==> src/rtl/comp_pkg.sv <==
// Shared types for the divider-sharing scheduler.
// Optional feature: define DIV_ZERO_GUARD_EN to add a zero-divisor flag to each tag.
package comp_pkg;

    // Tags are sized for the largest supported channel count (8), so every
    // instance shares one tag_t; the top truncates to $clog2(NUM_CH) on output.
    localparam int NUM_CH_MAX = 8;
    localparam int CH_W       = $clog2(NUM_CH_MAX);

    // All-ones saturation value, sliced to the result width by the user.
    localparam int RES_W_MAX = 128;
    localparam logic [RES_W_MAX-1:0] SAT_ONES = '1;

`ifdef DIV_ZERO_GUARD_EN
    typedef struct packed {
        logic            zero;
        logic [CH_W-1:0] ch;
    } tag_t;
`else
    typedef struct packed {
        logic [CH_W-1:0] ch;
    } tag_t;
`endif

endpackage

==> src/rtl/div_tag_fifo.sv <==
// In-order tag FIFO: one entry per request outstanding in the divider.
// DEPTH must be a power of two (pointers wrap naturally), and at least 2.
module div_tag_fifo
    import comp_pkg::*;
#(
    parameter int DEPTH = 8
) (
    input  logic                   aclk,
    input  logic                   aresetn,
    input  logic                   push,
    input  tag_t                   push_tag,
    input  logic                   pop,
    output tag_t                   head,
    output logic [$clog2(DEPTH):0] count,
    output logic                   full,
    output logic                   empty
);
    localparam int PW = $clog2(DEPTH);

    tag_t          mem [DEPTH];
    logic [PW-1:0] wr_ptr;
    logic [PW-1:0] rd_ptr;
    logic          do_push;
    logic          do_pop;

    assign full    = (count == (PW+1)'(DEPTH));
    assign empty   = (count == '0);
    assign do_push = push && !full;
    assign do_pop  = pop && !empty;
    assign head    = mem[rd_ptr];

    // Pointer and occupancy bookkeeping.
    always_ff @(posedge aclk or negedge aresetn) begin
        if (!aresetn) begin
            wr_ptr <= '0;
            rd_ptr <= '0;
            count  <= '0;
        end else begin
            if (do_push) wr_ptr <= wr_ptr + 1'b1;
            if (do_pop)  rd_ptr <= rd_ptr + 1'b1;
            if (do_push && !do_pop)      count <= count + 1'b1;
            else if (do_pop && !do_push) count <= count - 1'b1;
        end
    end

    // Storage needs no reset; only the pointers define what is valid.
    always_ff @(posedge aclk) begin
        if (do_push) mem[wr_ptr] <= push_tag;
    end

endmodule

==> src/rtl/div_share_sched.sv <==
// Round-robin scheduler sharing one AXI-Stream divider among NUM_CH requesters.
// Requests are tagged in issue order; quotients come back on m_res with the
// originating channel in m_res_tdest.
// Optional feature: DIV_ZERO_GUARD_EN answers divisor==0 with all-ones locally.
module div_share_sched
    import comp_pkg::*;
#(
    parameter int NUM_CH         = 2,
    parameter int AXI_DATA_WIDTH = 32,
    parameter int RES_WIDTH      = 64,
    parameter int MAX_INFLIGHT   = 8
) (
    input  logic                             aclk,
    input  logic                             aresetn,
    input  logic [NUM_CH*AXI_DATA_WIDTH-1:0] s_req_a_tdata,
    input  logic [NUM_CH*AXI_DATA_WIDTH-1:0] s_req_b_tdata,
    input  logic [NUM_CH-1:0]                s_req_tvalid,
    output logic [NUM_CH-1:0]                s_req_tready,
    output logic [AXI_DATA_WIDTH-1:0]        m_div_dividend_tdata,
    output logic                             m_div_dividend_tvalid,
    input  logic                             m_div_dividend_tready,
    output logic [AXI_DATA_WIDTH-1:0]        m_div_divisor_tdata,
    output logic                             m_div_divisor_tvalid,
    input  logic                             m_div_divisor_tready,
    input  logic [RES_WIDTH-1:0]             s_div_dout_tdata,
    input  logic                             s_div_dout_tvalid,
    output logic                             s_div_dout_tready,
    output logic [RES_WIDTH-1:0]             m_res_tdata,
    output logic [$clog2(NUM_CH)-1:0]        m_res_tdest,
    output logic                             m_res_tvalid,
    input  logic                             m_res_tready,
    output logic [$clog2(MAX_INFLIGHT):0]    inflight,
    output logic                             err_orphan
);
    localparam int TD_W  = $clog2(NUM_CH);
    localparam int CNT_W = $clog2(MAX_INFLIGHT) + 1;

    typedef enum logic {IDLE, ISSUE} iss_state_t;

    iss_state_t                state;
    logic                      run_q;
    logic [TD_W-1:0]           rr_ptr;
    logic [TD_W-1:0]           gnt_idx;
    logic                      gnt_any;
    logic                      gnt;
    logic                      issue_clear;
    logic                      iss_load;
    logic                      a_vld_nxt;
    logic                      b_vld_nxt;
    logic [AXI_DATA_WIDTH-1:0] gnt_a;
    logic [AXI_DATA_WIDTH-1:0] gnt_b;
    tag_t                      push_tag;
    tag_t                      head;
    logic [CNT_W-1:0]          count;
    logic                      full;
    logic                      empty;
    logic                      pop;
    logic                      out_ld_ok;
    logic                      dout_hs;
    logic                      zero_emit;

    // Issue stage can take a new pair when both holding registers are empty
    // or draining this cycle; full is registered, so a same-cycle pop never
    // frees a slot early.
    assign issue_clear = (state == IDLE) ||
                         ((!m_div_dividend_tvalid || m_div_dividend_tready) &&
                          (!m_div_divisor_tvalid  || m_div_divisor_tready));
    assign gnt   = run_q && issue_clear && !full && gnt_any;
    assign gnt_a = s_req_a_tdata[gnt_idx*AXI_DATA_WIDTH +: AXI_DATA_WIDTH];
    assign gnt_b = s_req_b_tdata[gnt_idx*AXI_DATA_WIDTH +: AXI_DATA_WIDTH];

    // Round-robin search starting at rr_ptr; first valid channel wins.
    always_comb begin
        gnt_any = 1'b0;
        gnt_idx = '0;
        for (int i = 0; i < NUM_CH; i++) begin
            if (!gnt_any && s_req_tvalid[(int'(rr_ptr) + i) % NUM_CH]) begin
                gnt_any = 1'b1;
                gnt_idx = TD_W'((int'(rr_ptr) + i) % NUM_CH);
            end
        end
    end

    // One-hot accept for the granted channel only.
    always_comb begin
        s_req_tready = '0;
        if (gnt) s_req_tready[gnt_idx] = 1'b1;
    end

    // Tag contents and whether the divider actually sees this request.
    always_comb begin
        push_tag    = '0;
        push_tag.ch = CH_W'(gnt_idx);
`ifdef DIV_ZERO_GUARD_EN
        push_tag.zero = (gnt_b == '0);
        iss_load      = gnt && (gnt_b != '0);
`else
        iss_load      = gnt;
`endif
    end

    // Next state of the two independent issue valids.
    always_comb begin
        a_vld_nxt = m_div_dividend_tvalid && !m_div_dividend_tready;
        b_vld_nxt = m_div_divisor_tvalid  && !m_div_divisor_tready;
        if (iss_load) begin
            a_vld_nxt = 1'b1;
            b_vld_nxt = 1'b1;
        end
    end

    // Issue FSM with registered dividend/divisor outputs; run_q holds off
    // grants until the first edge after reset release.
    always_ff @(posedge aclk or negedge aresetn) begin
        if (!aresetn) begin
            state                 <= IDLE;
            run_q                 <= 1'b0;
            m_div_dividend_tvalid <= 1'b0;
            m_div_divisor_tvalid  <= 1'b0;
            m_div_dividend_tdata  <= '0;
            m_div_divisor_tdata   <= '0;
        end else begin
            run_q                 <= 1'b1;
            m_div_dividend_tvalid <= a_vld_nxt;
            m_div_divisor_tvalid  <= b_vld_nxt;
            state                 <= (a_vld_nxt || b_vld_nxt) ? ISSUE : IDLE;
            if (iss_load) begin
                m_div_dividend_tdata <= gnt_a;
                m_div_divisor_tdata  <= gnt_b;
            end
        end
    end

    // Round-robin pointer advances past the channel just granted.
    always_ff @(posedge aclk or negedge aresetn) begin
        if (!aresetn)  rr_ptr <= '0;
        else if (gnt)  rr_ptr <= (gnt_idx == TD_W'(NUM_CH-1)) ? '0 : gnt_idx + 1'b1;
    end

    div_tag_fifo #(.DEPTH(MAX_INFLIGHT)) u_tag_fifo (
        .aclk     (aclk),
        .aresetn  (aresetn),
        .push     (gnt),
        .push_tag (push_tag),
        .pop      (pop),
        .head     (head),
        .count    (count),
        .full     (full),
        .empty    (empty)
    );

    assign inflight  = count;
    assign out_ld_ok = !m_res_tvalid || m_res_tready;

`ifdef DIV_ZERO_GUARD_EN
    // A zero-flagged head is answered locally, so the divider is held off.
    assign zero_emit         = !empty && head.zero && out_ld_ok;
    assign s_div_dout_tready = (out_ld_ok && !(!empty && head.zero)) || empty;
`else
    assign zero_emit         = 1'b0;
    assign s_div_dout_tready = out_ld_ok || empty;
`endif

    // Results with no tag (e.g. issued before a reset) are always swallowed.
    assign dout_hs = s_div_dout_tvalid && s_div_dout_tready;
    assign pop     = (dout_hs && !empty) || zero_emit;

    // Result register and sticky orphan flag.
    always_ff @(posedge aclk or negedge aresetn) begin
        if (!aresetn) begin
            m_res_tvalid <= 1'b0;
            m_res_tdata  <= '0;
            m_res_tdest  <= '0;
            err_orphan   <= 1'b0;
        end else begin
            if (dout_hs && empty) err_orphan <= 1'b1;
            if (dout_hs && !empty) begin
                m_res_tvalid <= 1'b1;
                m_res_tdata  <= s_div_dout_tdata;
                m_res_tdest  <= TD_W'(head.ch);
            end else if (zero_emit) begin
                m_res_tvalid <= 1'b1;
                m_res_tdata  <= SAT_ONES[RES_WIDTH-1:0];
                m_res_tdest  <= TD_W'(head.ch);
            end else if (m_res_tready) begin
                m_res_tvalid <= 1'b0;
            end
        end
    end

endmodule
==> config.mk <==
export PLATFORM = sky130hd
export DESIGN_NAME = div_share_sched
export DESIGN_NICKNAME = d
export VERILOG_FILES = /design/src/rtl/comp_pkg.sv /design/src/rtl/div_tag_fifo.sv /design/src/rtl/div_share_sched.sv
export SDC_FILE = /design/constraint.sdc
export NUM_CORES = 1
export LEC_CHECK = 0
export ABC_AREA = 1
export CAP_MARGIN = 5
export CELL_PAD_IN_SITES_DETAIL_PLACEMENT = 0
export CELL_PAD_IN_SITES_GLOBAL_PLACEMENT = 1
export CORE_MARGIN = 2
export CORE_UTILIZATION = 26
export DETAILED_ROUTE_END_ITERATION = 6
export PLACE_DENSITY_LB_ADDON = 0.1
export SETUP_SLACK_MARGIN = 0.3
export SLEW_MARGIN = 20
export SYNTH_ARGS = -nofsm -noshare
export SYNTH_HDL_FRONTEND = slang
export SYNTH_SLANG_ARGS = --single-unit
==> constraint.sdc <==
create_clock -name aclk -period 2 [get_ports aclk]
set_input_delay 0.2 -clock aclk [delete_from_list [all_inputs] [get_ports aclk]]
set_output_delay 0.2 -clock aclk [all_outputs]
set_load 0.02 [all_outputs]
# Yosys cells after proc, flatten, opt, wreduce, memory -nomap -nowiden
# Memories as Yosys holds them, arrays and structs flattened. A register that Yosys moved wholly into a read port is not among the register bits.
# Index checks and enable logic that the tools add are counted.
[word_totals]
reg_bits = 145
ram_bits = 8
input_bits = 200
out_inout_bits = 140
word_cells = 86
mem_count = 1
[memory_table]
columns = ["memory", "words", "width", "rd", "rd_ports_with_merged_regs", "write_ports", "line", "rtl"]
rows = [
  ["u_tag_fifo.mem", 8, 1, 1, 1, 1, "div_tag_fifo.sv:20", "tag_t mem [DEPTH];"],
]
[op_classes]
add_sub_neg = 6
magnitude_cmp = 4
n_eq_ne = 1
n_shift = 2
muxes = 22
bitwise = 2
reduce_logical = 35
[ops]
columns = ["op", "n"]
rows = [
  ["$shiftx 64x7->32", 2],
  ["$mux 1", 18],
  ["$logic_and 1x1->1", 15],
  ["$logic_not 1->1", 11],
  ["$mux 4", 2],
  ["$add 3x1->3 const B", 2],
  ["$logic_or 1x1->1", 6],
  ["$add 4x1->4 const B", 1],
  ["$eq 4x4->1 const B", 1],
  ["$logic_not 4->1", 1],
  ["$lt 1x2->1 const B", 2],
  ["$reduce_bool 2->1", 2],
  ["$sub 4x1->4 const B", 1],
  ["$lt 2x3->1 const B", 1],
  ["$add 1x1->1 const B", 2],
  ["$mux 2", 1],
  ["$and 1x1->1 const A", 1],
  ["$demux 1 s1", 1],
  ["$ge 1x1->1 const B", 1],
  ["$not 1->1", 1],
]

# Longest topological paths before layout
[depth]
depth_word = 13
mapped_depth = 17
mapped_depth_nobuf = 15

# By module
# Synthesis repeated with hierarchy kept, for this count alone.
[unflattened]
hier_cells = 986
hier_area_um2 = 7813.7
[modules_own_cells]
columns = ["module", "instances", "cells_each", "area_each_um2", "seq_area_each_um2"]
rows = [
  ["div_share_sched", 1, 802, 6117.1, 3403.3],
  ["div_tag_fifo", 1, 184, 1696.6, 970.9],
]

# Worst setup path after synthesis
# Ideal clock, no wire load.
[synth_timing]
path_kind = "register to register"
startpoint = "reg u_tag_fifo.count[0]"
endpoint = "reg u_tag_fifo.count[3]"
setup_ns = 0.117
arrival_time_ns = 2.238
t_required_ns = 1.883
setup_slack_ns = -0.354
path_stages_with_launch = 16
n_path_buf = 2
synth_period_minus_slack_ns = 2.354
path_cell_list = "dfrtp_1 > nor2_2 > a21oi_2 > nand2_2 > buf_4 > buf_6 > inv_1 > ha_1 > inv_1 > ha_1 > a21oi_1 > nand2_1 > nand2_1 > nand2_1 > nand2_1 > nand2_1"
[synth_via]
elab_chain_len = 8
word_cells_on_any_way = 20
classes_between = "add/sub: 2; eq/ne: 1; mux: 2; reduce/logical: 15"
[synth_lines]
columns = ["item", "line", "rtl"]
rows = [
  ["from (decl)", "div_tag_fifo.sv:14", "output logic [$clog2(DEPTH):0] count,"],
  ["from (signal assigned)", "div_tag_fifo.sv:41", "if (do_push && !do_pop) count <= count + 1'b1;"],
  ["from (signal assigned)", "div_tag_fifo.sv:42", "else if (do_pop && !do_push) count <= count - 1'b1;"],
  ["$eq 4x4->1 *", "div_tag_fifo.sv:26", "assign full = (count == (PW+1)'(DEPTH));"],
  ["$logic_not 1->1 *", "div_tag_fifo.sv:28, div_share_sched.sv:68", ""],
  ["$logic_and 1x1->1 (2 in series)", "div_share_sched.sv:68", "assign gnt = run_q && issue_clear && !full && gnt_any;"],
  ["$logic_and 1x1->1 *", "div_tag_fifo.sv:28", "assign do_push = push && !full;"],
  ["named net u_tag_fifo.do_push", "div_tag_fifo.sv:23", "logic do_push;"],
  ["$logic_not 1->1", "div_tag_fifo.sv:42", ""],
  ["$logic_and 1x1->1", "div_tag_fifo.sv:42", ""],
  ["$reduce_bool 2->1 (no line)", "n/a", ""],
]
# Mark *: on every way through the listed nets, which the timed path passes. The rest lies on a longest branch. The select of a mux whose other input is x is not followed.
# A chain may end at the register's enable or synchronous reset.

# Final worst setup path
[layout_timing]
startpoint = "reg u_tag_fifo.count[1]"
endpoint = "reg u_tag_fifo.count[3]"
# Same word-level chain as after synthesis.

==> qor.csv <==
stage;metric;value;unit
clock_network;clock_latency;0.42;ns
route;drtPass1Iterations;4;
sta;timing.final.ws_setup;0.226;ns
pwr;intPower;10.2;mW
synth;synth_nets;1102;
finish;drive_gt1_share;8.82;%
synth;ys_warn_count;0;
synth;synth.avg_cell_area;7.79;µm²
synth;synth.top_cell.area_share;52.3;%
route;wl_per_cell;15.3;µm
pwr;swShare;39.7;%
placed_design;gp_congestion;0.772;
synth;ys_ff_latch;154;
global_routing;grt-ovfl-total;0;
global_routing;antenna_found_initial;1;
setup_path;r2r_slack;0.23;ns
synth;synthCells;896;
pwr;p_leak;5.78;nW
synth;synth.top_cells.by_area;dfrtp_1, nand2_1, nand3_1;
synth;yosysTopAreaCell;dfrtp_1;
setup_path;r2r_end;u_tag_fifo.count[3];
sta;post-route-period-util;88.7;%
sta;hold_viol;0;
synth;synth.distinct_cells;25;
setup_path;required;2.31;ns
floorplan;floorplan.die_area;0.0282;mm²
pwr;finalPower;16.9;mW
route;viasPerCell;4.31;
sta;final.min_clock_period;1.77;ns
pwr;ir_drop;0.501;mV
setup_path;crit_path_start_kind;flip-flop;
sta;hold_ws;0.243;ns
outcome;status;finished clean;
clock_network;cts.clk_slew.worst_paths;0.07;ns
setup_path;crit_chain;nor2_4 -> a21oi_4 -> nand2_4 -> inv_2 -> ha_4 -> inv_4 -> ha_2 -> nand3_2 -> nand2_1 -> nand2_1 -> nand2_1 -> nand2_1 -> nand2_1;
sta;fmax;0.564;GHz
global_routing;grt_pass1_wl;38300;µm
sta;skew;0.0126;ns
route;via_count;6878;
pwr;comb_power_share;49.6;%
clock_network;clockRootBuffer;clkbuf_16;
global_routing;grt_usage;17.3;%
floorplan;start_util;26.6;%
route;drtAntennaViolNets;0;
setup_path;slowest_delay;0.42;ns
flow_run;max_cap_violations;0;
setup_path;path_max_fanout;3;
clock_network;cts_made_buffers;17;
setup_path;crit_slowest_cell;dfrtp_2;
synth;async_reset_ff_share;94.8;%
clock_network;htreeDepth;4;
floorplan;coreArea;0.0262;mm²
finish;layout_commonest_cell;nand2_1;
synth;ys_seq_area_share;55.8;%
synth;synth_flop_cell;dfrtp_1;
route;routed_wl;24300;µm
worst_hold_path;min_path_type;in2async;
setup_path;cpMostUsedCell;nand2_1;
setup_path;crit_arrival;2.09;ns
finish;syn_to_final_growth;67.6;%
pwr;power_density;1450;mW/mm²
setup_path;critPathKind;reg2reg;
clock_network;cts_tree;done;
floorplan;rows;59;
finish;final_nets;1451;
floorplan;die_h;168;µm
route;post-route-drc-count;0;
sta;drv_slew;0;
sta;totalNegativeSetupSlack;0;ns
route;drt_iter0_markers;297;
setup_path;r2r-start;u_tag_fifo.count[1];
pwr;switching_power;6.72;mW
finish;final_cell_mix;nand2_1, clkdlybuf4s50_1, dfrtp_1;
pwr;seqPwrFrac;31.3;%
placed_design;io_buffers;339;
floorplan;ios;340;
setup_path;worst_setup_path_end_kind;flip-flop;
global_routing;grt_max_degree;68;
sta;grt_setup_unrepaired;true;
synth;synth_edf_count;8;
clock_network;cts_buffer_depth;2;
pwr;power_frac_clock;19.2;%
clock_network;cts.sink_count;154;
placed_design;post-place-ws;-0.0817;ns
sta;setup_viol;0;
placed_design;hpwl;17100;µm
setup_path;ff2ff_path_depth;13;
floorplan;die_w;168;µm
global_routing;grt_pass1_vias;6756;
synth;synth_area;0.00698;mm²
## worst max-delay path: cells and delay by family (launching register included)
| kind | cells | cell delay [ns] |
|---|---|---|
| and+or+nand+nor | 8 | 0.61 |
| buffers and inverters | 2 | 0.11 |
| adders and majority gates | 2 | 0.43 |
| DFF | 1 | 0.42 |
| AOI/OAI and AO/OA | 1 | 0.10 |
## how the worst max path moves through the flow
stage	from	endpoint	slack, ns	cells after the start
after global placement	s_req_tvalid[1]	u_tag_fifo.count[3]	-0.07	14
final	u_tag_fifo.count[1]	u_tag_fifo.count[3]	0.23	13
after detailed placement	s_req_tvalid[1]	u_tag_fifo.count[3]	-0.08	14
after floorplan	u_tag_fifo.count[3]	u_tag_fifo.count[3]	-0.08	16
after CTS	u_tag_fifo.count[1]	u_tag_fifo.count[3]	0.21	13
after global routing	u_tag_fifo.count[1]	u_tag_fifo.count[3]	0.15	13
## cells by family after synthesis
group	Yosys count	share of synthesized area (%)
AOI/OAI and AO/OA	9	0.735
xor gates and xnor gates	5	0.627
adders and majority gates	6	1.18
buffers and inverters	70	4.73
DFF	154	55.8
other	1	0.0537
and+or+nand+nor	651	36.9
## layout make-up
| type | instances | area, µm² |
|---|---|---|
| Fill cell | 2661 | 14500 |
| Sequential cell | 154 | 3900 |
| Timing Repair Buffer | 380 | 3840 |
| Multi-Input combinational cell | 672 | 2860 |
| Clock buffer | 22 | 484 |
| Tap cell | 335 | 419 |
| Clock inverter | 10 | 108 |
| Inverter | 20 | 80.1 |
| Antenna cell | 1 | 2.50 |
## cells in the mapped netlist (3+ instances only)
| cell type | instances |
|---|---|
| nand2_1 | 557 |
| inv_1 | 18 |
| edfxtp_1 | 8 |
| buf_2 | 21 |
| buf_4 | 9 |
| nand3_1 | 78 |
| dfrtp_1 | 146 |
| ha_1 | 5 |
| xnor2_1 | 3 |
| nor3_2 | 4 |
| nor2_1 | 8 |
| clkbuf_1 | 19 |
| o21ai_0 | 3 |
## power groups by stage
stage | Combinational, mW | Clock [mW] | Sequential (mW)
floorplan | 2.45 | 0 | 6.87
global placement | 8.23 | 0 | 5.30
detailed placement | 8.23 | 0 | 5.29
CTS | 8.26 | 3.35 | 5.29
global route | 9.15 | 3.49 | 5.47
finish | 8.39 | 3.24 | 5.29
## routing by layer
metal / share of wire, % / global-route usage (%) / vias to the layer above
met5: 0 / 0 / -
met4: 1.6 / 5.37 / 0
met3: 7.5 / 5.10 / 21
met2: 47 / 28.0 / 236
met1: 44 / 22.4 / 3177
li1: - / - / 3444
## repair_timing
action,CTS,global route
buffers inserted,3,6
setup endpoints to repair,47,103
resized for setup,24,24
cloned,0,1
hold buffers,1,0
pin swaps,7,6
endpoints found under the hold margin,28,0
## sequential cells by signal, indices dropped and copies added, names as in the netlist, 3 cells and up
name and cells:
m_res_tdata 64, m_div_dividend_tdata 32, m_div_divisor_tdata 32, u_tag_fifo.mem 8, u_tag_fifo.count 4, u_tag_fifo.rd_ptr 3, u_tag_fifo.wr_ptr 3
## per-stage QoR
stage / instances / instance area [µm²] / utilization (%)
global route: 1594 / 11700 / 44.7
floorplan: 896 / 7030 / -
finish: 1594 / 11700 / 44.7
global placement: 1550 / 10900 / 41.7
CTS: 1586 / 11500 / 44.0
detailed placement: 1550 / 10900 / 41.7
Note: power is estimated with default switching activity, not from simulation.
